--- src/rtl/regfile_wb_arbiter.sv ---
// rtl/regfile_wb_arbiter.sv - register-file write-port arbiter: pipeline priority, late-result FIFO, bypass lookup
// Optional per-register busy scoreboard enabled by defining WB_SCOREBOARD_EN.
module regfile_wb_arbiter #(
    parameter int DEPTH = 4,
    parameter int PTR_W = 2
) (
    input  logic        clk,
    input  logic        reset,
    input  logic        pipe_valid,
    input  logic [4:0]  pipe_addr,
    input  logic [31:0] pipe_data,
    input  logic        md_valid,
    output logic        md_ready,
    input  logic [4:0]  md_addr,
    input  logic [31:0] md_data,
    output logic        wr,
    output logic [4:0]  addr3,
    output logic [31:0] data3,
    input  logic [4:0]  q_addr1,
    input  logic [4:0]  q_addr2,
    output logic        byp_hit1,
    output logic [31:0] byp_data1,
    output logic        byp_hit2,
    output logic [31:0] byp_data2,
    output logic [31:0] busy
);
    localparam logic [PTR_W:0] FULL_COUNT = (PTR_W+1)'(DEPTH);

    logic              r_valid [DEPTH];
    logic [4:0]        r_addr  [DEPTH];
    logic [31:0]       r_data  [DEPTH];
    logic [PTR_W-1:0]  r_rd_ptr;
    logic [PTR_W-1:0]  r_wr_ptr;
    logic [PTR_W:0]    r_count;
    logic              r_wr;
    logic [4:0]        r_addr3;
    logic [31:0]       r_data3;

    logic w_pipe_wr;
    logic w_pop;
    logic w_push;
    logic w_head_valid;

    assign md_ready     = (r_count != FULL_COUNT);
    assign w_pipe_wr    = pipe_valid && (pipe_addr != 5'd0);
    assign w_pop        = !w_pipe_wr && (r_count != '0);
    // Zero-destination results are acknowledged but never occupy a slot.
    assign w_push       = md_valid && md_ready && (md_addr != 5'd0);
    assign w_head_valid = r_valid[r_rd_ptr];

    assign wr    = r_wr;
    assign addr3 = r_addr3;
    assign data3 = r_data3;

    always_ff @(posedge clk or negedge reset) begin
        if (!reset) begin
            for (int i = 0; i < DEPTH; i++) begin
                r_valid[i] <= 1'b0;
                r_addr[i]  <= 5'd0;
                r_data[i]  <= 32'd0;
            end
            r_rd_ptr <= '0;
            r_wr_ptr <= '0;
            r_count  <= '0;
            r_wr     <= 1'b0;
            r_addr3  <= 5'd0;
            r_data3  <= 32'd0;
        end else begin
            // A pipeline write is newer than anything still queued for the same register.
            for (int i = 0; i < DEPTH; i++) begin
                if (w_pipe_wr && r_valid[i] && (r_addr[i] == pipe_addr)) begin
                    r_valid[i] <= 1'b0;
                end
            end
            if (w_pop) begin
                r_valid[r_rd_ptr] <= 1'b0;
                r_rd_ptr          <= r_rd_ptr + 1'b1;
            end
            if (w_push) begin
                r_valid[r_wr_ptr] <= !(w_pipe_wr && (md_addr == pipe_addr));
                r_addr[r_wr_ptr]  <= md_addr;
                r_data[r_wr_ptr]  <= md_data;
                r_wr_ptr          <= r_wr_ptr + 1'b1;
            end
            case ({w_push, w_pop})
                2'b10:   r_count <= r_count + 1'b1;
                2'b01:   r_count <= r_count - 1'b1;
                default: r_count <= r_count;
            endcase

            if (w_pipe_wr) begin
                r_wr    <= 1'b1;
                r_addr3 <= pipe_addr;
                r_data3 <= pipe_data;
            end else if (w_pop) begin
                r_wr <= w_head_valid;
                if (w_head_valid) begin
                    r_addr3 <= r_addr[r_rd_ptr];
                    r_data3 <= r_data[r_rd_ptr];
                end
            end else begin
                r_wr <= 1'b0;
            end
        end
    end

    // Walk oldest to newest so the newest valid match wins over older ones and the output register.
    function automatic logic [32:0] lookup(input logic [4:0] q);
        logic [32:0]      res;
        logic [PTR_W-1:0] idx;
        res = 33'd0;
        if (q != 5'd0) begin
            if (r_wr && (r_addr3 == q)) begin
                res = {1'b1, r_data3};
            end
            for (int i = 0; i < DEPTH; i++) begin
                idx = r_rd_ptr + PTR_W'(i);
                if (r_valid[idx] && (r_addr[idx] == q)) begin
                    res = {1'b1, r_data[idx]};
                end
            end
        end
        return res;
    endfunction

    logic [32:0] w_byp1;
    logic [32:0] w_byp2;

    assign w_byp1    = lookup(q_addr1);
    assign w_byp2    = lookup(q_addr2);
    assign byp_hit1  = w_byp1[32];
    assign byp_data1 = w_byp1[31:0];
    assign byp_hit2  = w_byp2[32];
    assign byp_data2 = w_byp2[31:0];

`ifdef WB_SCOREBOARD_EN
    logic [31:0] w_busy;

    always_comb begin
        w_busy = 32'd0;
        for (int i = 0; i < DEPTH; i++) begin
            if (r_valid[i]) begin
                w_busy[r_addr[i]] = 1'b1;
            end
        end
        w_busy[0] = 1'b0;
    end

    assign busy = w_busy;
`else
    assign busy = 32'd0;
`endif

endmodule

--- config.mk ---
export PLATFORM = sky130hd
export DESIGN_NAME = regfile_wb_arbiter
export DESIGN_NICKNAME = d
export VERILOG_FILES = /design/src/rtl/regfile_wb_arbiter.sv
export SDC_FILE = /design/constraint.sdc
export NUM_CORES = 1
export LEC_CHECK = 0
export CAP_MARGIN = 20
export CORE_ASPECT_RATIO = 0.5
export CORE_MARGIN = 1
export CORE_UTILIZATION = 51
export DETAILED_ROUTE_END_ITERATION = 12
export PLACE_DENSITY_LB_ADDON = 0.05
export SETUP_SLACK_MARGIN = 0.2
export SYNTH_ARGS = -nofsm -noshare
export SYNTH_HDL_FRONTEND = slang
export SYNTH_SLANG_ARGS = --single-unit
export TNS_END_PERCENT = 30
--- constraint.sdc ---
create_clock -name clk -period 4.8 [get_ports clk]
set_input_delay 0.96 -clock clk [delete_from_list [all_inputs] [get_ports clk]]
set_output_delay 0.96 -clock clk [all_outputs]
set_load 0.02 [all_outputs]
# ---- After elaboration in Yosys (flattened, before gate mapping)
# Cells that the tools add are included.
dict set report op_classes {
  add_sub_neg 6
  magnitude_cmp 7
  eq_ne 18
  n_mux 74
  bitwise_logic 7
  n_reduce_logical 36
}
# cell count
set ops {}
lappend ops {{33-bit 2-to-1 mux} 12}
lappend ops {{32-bit 2-to-1 mux} 12}
lappend ops {{32-bit binary-select mux with 2-bit select} 4}
lappend ops {{128-bit bitwise mux} 1}
lappend ops {{5-bit equality test} 15}
lappend ops {{32-bit demux with 2-bit select} 1}
lappend ops {{5-bit 2-to-1 mux} 12}
lappend ops {{5-bit binary-select mux with 2-bit select} 4}
lappend ops {{1-bit logical AND} 25}
lappend ops {{20-bit bitwise mux} 1}
lappend ops {{5-bit nonzero test} 4}
lappend ops {{1-bit 2-to-1 mux} 16}
lappend ops {{3-bit >= comparator, second input constant} 5}
lappend ops {{2-bit NOT with 3-bit output} 5}
lappend ops {{5-bit demux with 2-bit select} 1}
lappend ops {{1-bit binary-select mux with 2-bit select} 4}
lappend ops {{4-bit 2-to-1 mux} 2}
lappend ops {{3-bit by 1-bit less-than comparator with 1-bit output, second input constant} 2}
lappend ops {{3-bit one-hot mux with 2 select lines} 1}
lappend ops {{2-bit nonzero test} 3}
lappend ops {{2-bit by 1-bit adder with 2-bit output, second input constant} 2}
lappend ops {{2-bit adder, second input constant} 2}
lappend ops {{4-bit AND} 1}
lappend ops {{4-bit bitwise mux} 1}
lappend ops {{other kinds (10)} 12}
dict set report word_totals {
  regBits 197
  input_bits 88
  output_inout_bits 137
  word_cells 166
}

# ---- Longest topological paths before layout
dict set report logic_depth {
  word_depth 11
  ltp_mapped 18
}

# ---- Worst setup path after synthesis
# No wires, ideal clock.
dict set report synth_path {
  path_type {register to output}
  from {register r_rd_ptr[1]}
  to {output byp_data1[10]}
  arrival_time_ns 4.454
  required_ns 3.840
  setup_slack_ns -0.614
  path_stages_with_launch 18
  n_path_buf 8
  path_cell_list {dfrtp_1 -> buf_2 -> buf_2 -> buf_1 -> buf_2 -> buf_1 -> inv_1 -> ha_1 -> buf_2 -> buf_2 -> mux4_2 -> xor2_1 -> nor4_4 -> nand2_1 -> buf_2 -> nand3_1 -> o221ai_1 -> nor3_1}
}
dict set report synth_between {
  elab_chain_len 11
  word_cells_on_any_way 56
  cone_classes {add/sub: 3; eq/ne: 4; mux: 41; bitwise: 4; reduce/logical: 4}
}
# element line
set synth_lines {}
lappend synth_lines {{start: declaration} 32} ;# logic [PTR_W-1:0] r_rd_ptr;
lappend synth_lines {{start signal: assignment} 77} ;# r_rd_ptr <= r_rd_ptr + 1'b1;
lappend synth_lines {{2-bit by 1-bit adder with 2-bit output or 2-bit NOT with 3-bit output (tied branches)} {117, 118, 119}}
lappend synth_lines {{2-bit NOT with 3-bit output (implied by the code) or 5-bit binary-select mux with 2-bit select (tied branches)} {118, 119}}
lappend synth_lines {{5-bit binary-select mux with 2-bit select or 5-bit 2-to-1 mux (tied branches)} 118} ;# if (r_valid[idx] && (r_addr[idx] == q)) begin
lappend synth_lines {{5-bit 2-to-1 mux (implied by the code)} 118}
lappend synth_lines {{5-bit 2-to-1 mux (implied by the code) or 5-bit equality test (tied branches)} 118}
lappend synth_lines {{5-bit equality test or 1-bit logical AND (tied branches)} 118}
lappend synth_lines {{1-bit logical AND or 33-bit 2-to-1 mux (tied branches)} 118}
lappend synth_lines {{33-bit 2-to-1 mux (2 in series)} 118}
lappend synth_lines {{33-bit 2-to-1 mux (*)} 118}
lappend synth_lines {{33-bit 2-to-1 mux (*)} 112} ;# if (q != 5'd0) begin
lappend synth_lines {{end: declaration} 22} ;# output logic [31:0] byp_data1,
# Every way passes the cells marked *; elsewhere a longest branch is shown, timed or not. The select of a mux whose other input is x is not followed.

# ---- Worst setup path in the final report
dict set report layout_path {
  from {register r_rd_ptr[0]}
  to {output byp_data1[8]}
}
# Same word-level chain as after synthesis.

==> summary.md <==
| Metric | Value |
|---|---|
| Average instance area after synthesis | `11.3 um^2` |
| Final worst-path setup slack | `0.107 ns` |
| Most frequent standard cell in the layout excluding fill and tap cells | `sky130_fd_sc_hd__dfrtp_1` |
| Final number of max-transition violations | `0` |
| Max-cap viol count | `0` |
| GR Overflow Total | `0` |
| Layout Area Growth over Synthesis | `26.1%` |
| Kind of critical path | `flip-flop to primary output` |
| Core Footprint | `0.0292 mm^2` |
| Clock root cell | `sky130_fd_sc_hd__clkbuf_16` |
| Standard cell with the maximum stage delay on the critical path | `sky130_fd_sc_hd__mux4_2` |
| Number of search-and-repair iterations in the first detailed-routing pass | `6` |
| Main flop type after synthesis | `sky130_fd_sc_hd__dfrtp_1` |
| Final Critical Period | `4.69 ns` |
| Netlist area before placement | `0.0152 mm^2` |
| I/O Buffers | `192` |
| Maximum buffer depth of the clock tree | `2` |
| Aggregate negative setup slack | `0 ns` |
| Vias per cell | `6.96` |
| Worst-path clk slew | `0.07 ns` |
| Number of flops mapped to enable cells by yosys | `0` |
| Placed Cells incl. Taps | `1876` |
| Clock latency on the worst-skew pair | `0.47 ns` |
| Post-DP HPWL | `33.9 mm` |
| Maximum cell stage delay along the critical path | `0.51 ns` |
| Clock buffer count from CTS | `17` |
| Final net count | `1623` |
| Worst Setup End Kind | `primary output` |
| Vias | `13400` |
| Sequential cell area | `0.00494 mm^2` |
| Fmax | `213 MHz` |
| Crit path required time | `3.84 ns` |
| Setup Slack @ Placement | `-0.0592 ns` |
| Relative slew slack | `28.5%` |
| Io pins | `225` |
| Setup-failing EPs final | `0` |
| Cells traversed along the worst timing path | `buf_6, buf_16, mux4_2, xor2_1, a211oi_2, o211ai_1, clkbuf_16, buf_4, nand3_1, a31oi_1, a221o_1, clkdlybuf4s15_2` |
| Cts-stage hold buffer count | `0` |
| Average detailed-routed wire length per instance | `27.0 um` |
| Effective utilization at floorplan | `52.1%` |
| Residual DRC count | `0` |
| Depth of the worst register-to-register path | `8` |
| Internal reg-to-reg setup slack | `1.93 ns` |
| Power density over cell area | `842 mW/mm^2` |
| Worst clock skew on the final layout | `0.0127 ns` |
| Row count | `44` |
| Global-route usage over all layers | `34.1%` |
| Peak ir drop on the vdd network | `0.000543 V` |
| Post-route ant nets | `0` |
| Wire length of the first global-routing pass | `77.5 mm` |
| Startpoint class of the critical path | `flip-flop` |
| Leading cell types in the layout, fill and taps excluded | `sky130_fd_sc_hd__dfrtp_1, sky130_fd_sc_hd__mux4_2, sky130_fd_sc_hd__mux2_2` |
| Clock tree from TritonCTS | `yes` |
| Routed Wire Length | `52.1 mm` |
| Maximum number of pins on one net before global-route repair | `114` |
| Slew at the pin closest to its max-slew limit | `1.07 ns` |
| Floorplan die width | `246 um` |
| Share of async-settable or async-resettable flops after synthesis | `100%` |
| First-iteration detailed-routing DRC count | `1470` |
| Unrepaired setup endpoints after global routing | `true` |
| Area of the die | `0.0306 mm^2` |
| Combined area of the multi-input logic cells | `0.0102 mm^2` |
| Proportion of synthesized chip area in sequential cells | `32.4%` |
| Top fanout value on the critical path | `9` |
| Antenna violations before repair | `1` |
| Chip height | `124 um` |
| Worst Path Arrival | `3.73 ns` |
| Fill count | `2275` |
| Clock H-tree levels | `4` |
| Post-synthesis cell count | `1343` |
| Class of the tightest hold or removal check | `primary input to async pin` |
| Final hold violation count | `0` |
| Flip-flop and latch count after synthesis | `197` |
| Final weighted congestion in routability-driven placement | `0.891` |
| Vias in the first global route | `13000` |
| Share of cells above drive strength 1 | `39.4%` |
| Leakage power figure | `7.64 nW` |
| Number of standard cells in the final layout excluding fillers | `1930` |
| Post-route fraction of the period consumed by the critical path | `97.8%` |
| Total power | `0.0161 W` |
| Synth cell types | `52` |
| CTS sink count | `197` |
| Count of synthesis-stage warnings from yosys | `0` |
| Run status | `complete, no violations` |
==> cell type report <==
| class | count | share of cell area (%) |
|---|---|---|
| Antenna cell | 1 | 0.0131 |
| Clock buffer | 17 | 2.22 |
| Clock inverter | 15 | 1.12 |
| Inverter | 10 | 0.196 |
| Multi-Input combinational cell | 1003 | 53.1 |
| Sequential cell | 197 | 25.8 |
| Tap cell | 391 | 2.55 |
| Timing Repair Buffer | 296 | 15.1 |
==> flip-flops by register name (all words and copies together) (netlist names) <==
register and flops:
addr3 5, r_addr 20, data3 32, r_wr_ptr 2, r_rd_ptr 2, r_valid 4, r_count 3, r_data 128
wr 1
==> metrics by stage <==
stage               utilization [%]  hold slack [ns]  area, um^2
floorplan                         -            0.486       15600
CTS                            65.2            0.577       19000
finish                         65.7            0.578       19200
global route                   65.7            0.600       19200
detailed placement             61.9            0.557       18100
global placement               61.9            0.541       18100
==> critical path: cells and delay by family (launching register included) <==
family	cells	cell delay [ns]
buffers and inverters	5	0.99
AOI/OAI and AO/OA	4	0.99
muxes	1	0.51
DFF	1	0.49
xor gates and xnor gates	1	0.19
and+or+nand+nor	1	0.09
==> timing repair <==
item                       CTS  global route
setup endpoints to repair   66            66
buffers inserted            12             4
cloned                       3             2
gates resized for setup    215            98
pin swaps                    5            11
==> layer usage <==
layer  routed length (um)  track usage (%)  vias up  part of all wire [%]
met5                    0                0        -                     0
met4                 1780             13.8        0                   3.4
met3                 4950             7.58      151                   9.5
met2                24500             54.0      863                    47
met1                20900             45.9     6916                    40
li1                     -                -     5501                     -
==> cell families after synthesis <==
group                      count (synthesis)  share of synthesized area, %
and+or+nand+nor                          318                          9.54
xor gates and xnor gates                  82                          4.72
AOI/OAI and AO/OA                        215                          10.4
buffers and inverters                    174                          5.60
other                                      1                        0.0247
adders and majority gates                 10                         0.872
DFF                                      197                          32.4
muxes                                    346                          36.4
==> path summary, 6_finish.rpt <==
path                                    startpoint                    end
max                        r_rd_ptr[0]$_DFFE_PN0N_           byp_data1[8]
min                                          reset  r_addr[7]$_DFFE_PN0P_
max reg2reg                r_rd_ptr[0]$_DFFE_PN0N_  data3[17]$_DFFE_PN0P_
min reg2reg                  r_data[7]$_DFFE_PN0P_  r_data[7]$_DFFE_PN0P_
max in group asynchronous                    reset   r_valid[3]$_DFF_PN0_
min in group clk             r_data[7]$_DFFE_PN0P_  r_data[7]$_DFFE_PN0P_
==> synthesized netlist by cell type, types with 3 or more instances <==
cell	instances	area (um^2)
sky130_fd_sc_hd__a211oi_1	9	67.6
sky130_fd_sc_hd__a21oi_1	39	195
sky130_fd_sc_hd__a221o_1	30	300
sky130_fd_sc_hd__a221oi_1	24	210
sky130_fd_sc_hd__a31oi_1	24	150
sky130_fd_sc_hd__a32oi_1	12	105
sky130_fd_sc_hd__and3_1	11	68.8
sky130_fd_sc_hd__buf_1	8	30.0
sky130_fd_sc_hd__buf_2	34	170
sky130_fd_sc_hd__buf_4	35	263
sky130_fd_sc_hd__buf_6	3	33.8
sky130_fd_sc_hd__clkbuf_1	83	312
sky130_fd_sc_hd__dfrtp_1	197	4930
sky130_fd_sc_hd__ha_1	9	113
sky130_fd_sc_hd__inv_1	10	37.5
sky130_fd_sc_hd__mux2_2	149	1680
sky130_fd_sc_hd__mux2i_1	47	470
sky130_fd_sc_hd__mux4_2	148	3330
sky130_fd_sc_hd__nand2_1	107	402
sky130_fd_sc_hd__nand3_1	37	185
sky130_fd_sc_hd__nor2_1	85	319
sky130_fd_sc_hd__nor3_1	30	150
sky130_fd_sc_hd__nor4_1	11	68.8
sky130_fd_sc_hd__o21ai_0	27	135
sky130_fd_sc_hd__o21ai_1	6	30.0
sky130_fd_sc_hd__o221ai_1	34	298
sky130_fd_sc_hd__or2_2	8	50.1
sky130_fd_sc_hd__or3_1	17	106
sky130_fd_sc_hd__xnor2_1	41	359
sky130_fd_sc_hd__xor2_1	41	359
==> where the power goes <==
part           switching (W)  internal, W  leakage (nW)
Sequential           0.00112      0.00251          2.32
Combinational        0.00553      0.00539          5.01
Clock               0.000785     0.000807         0.308
(Power assumes the default switching activity.)
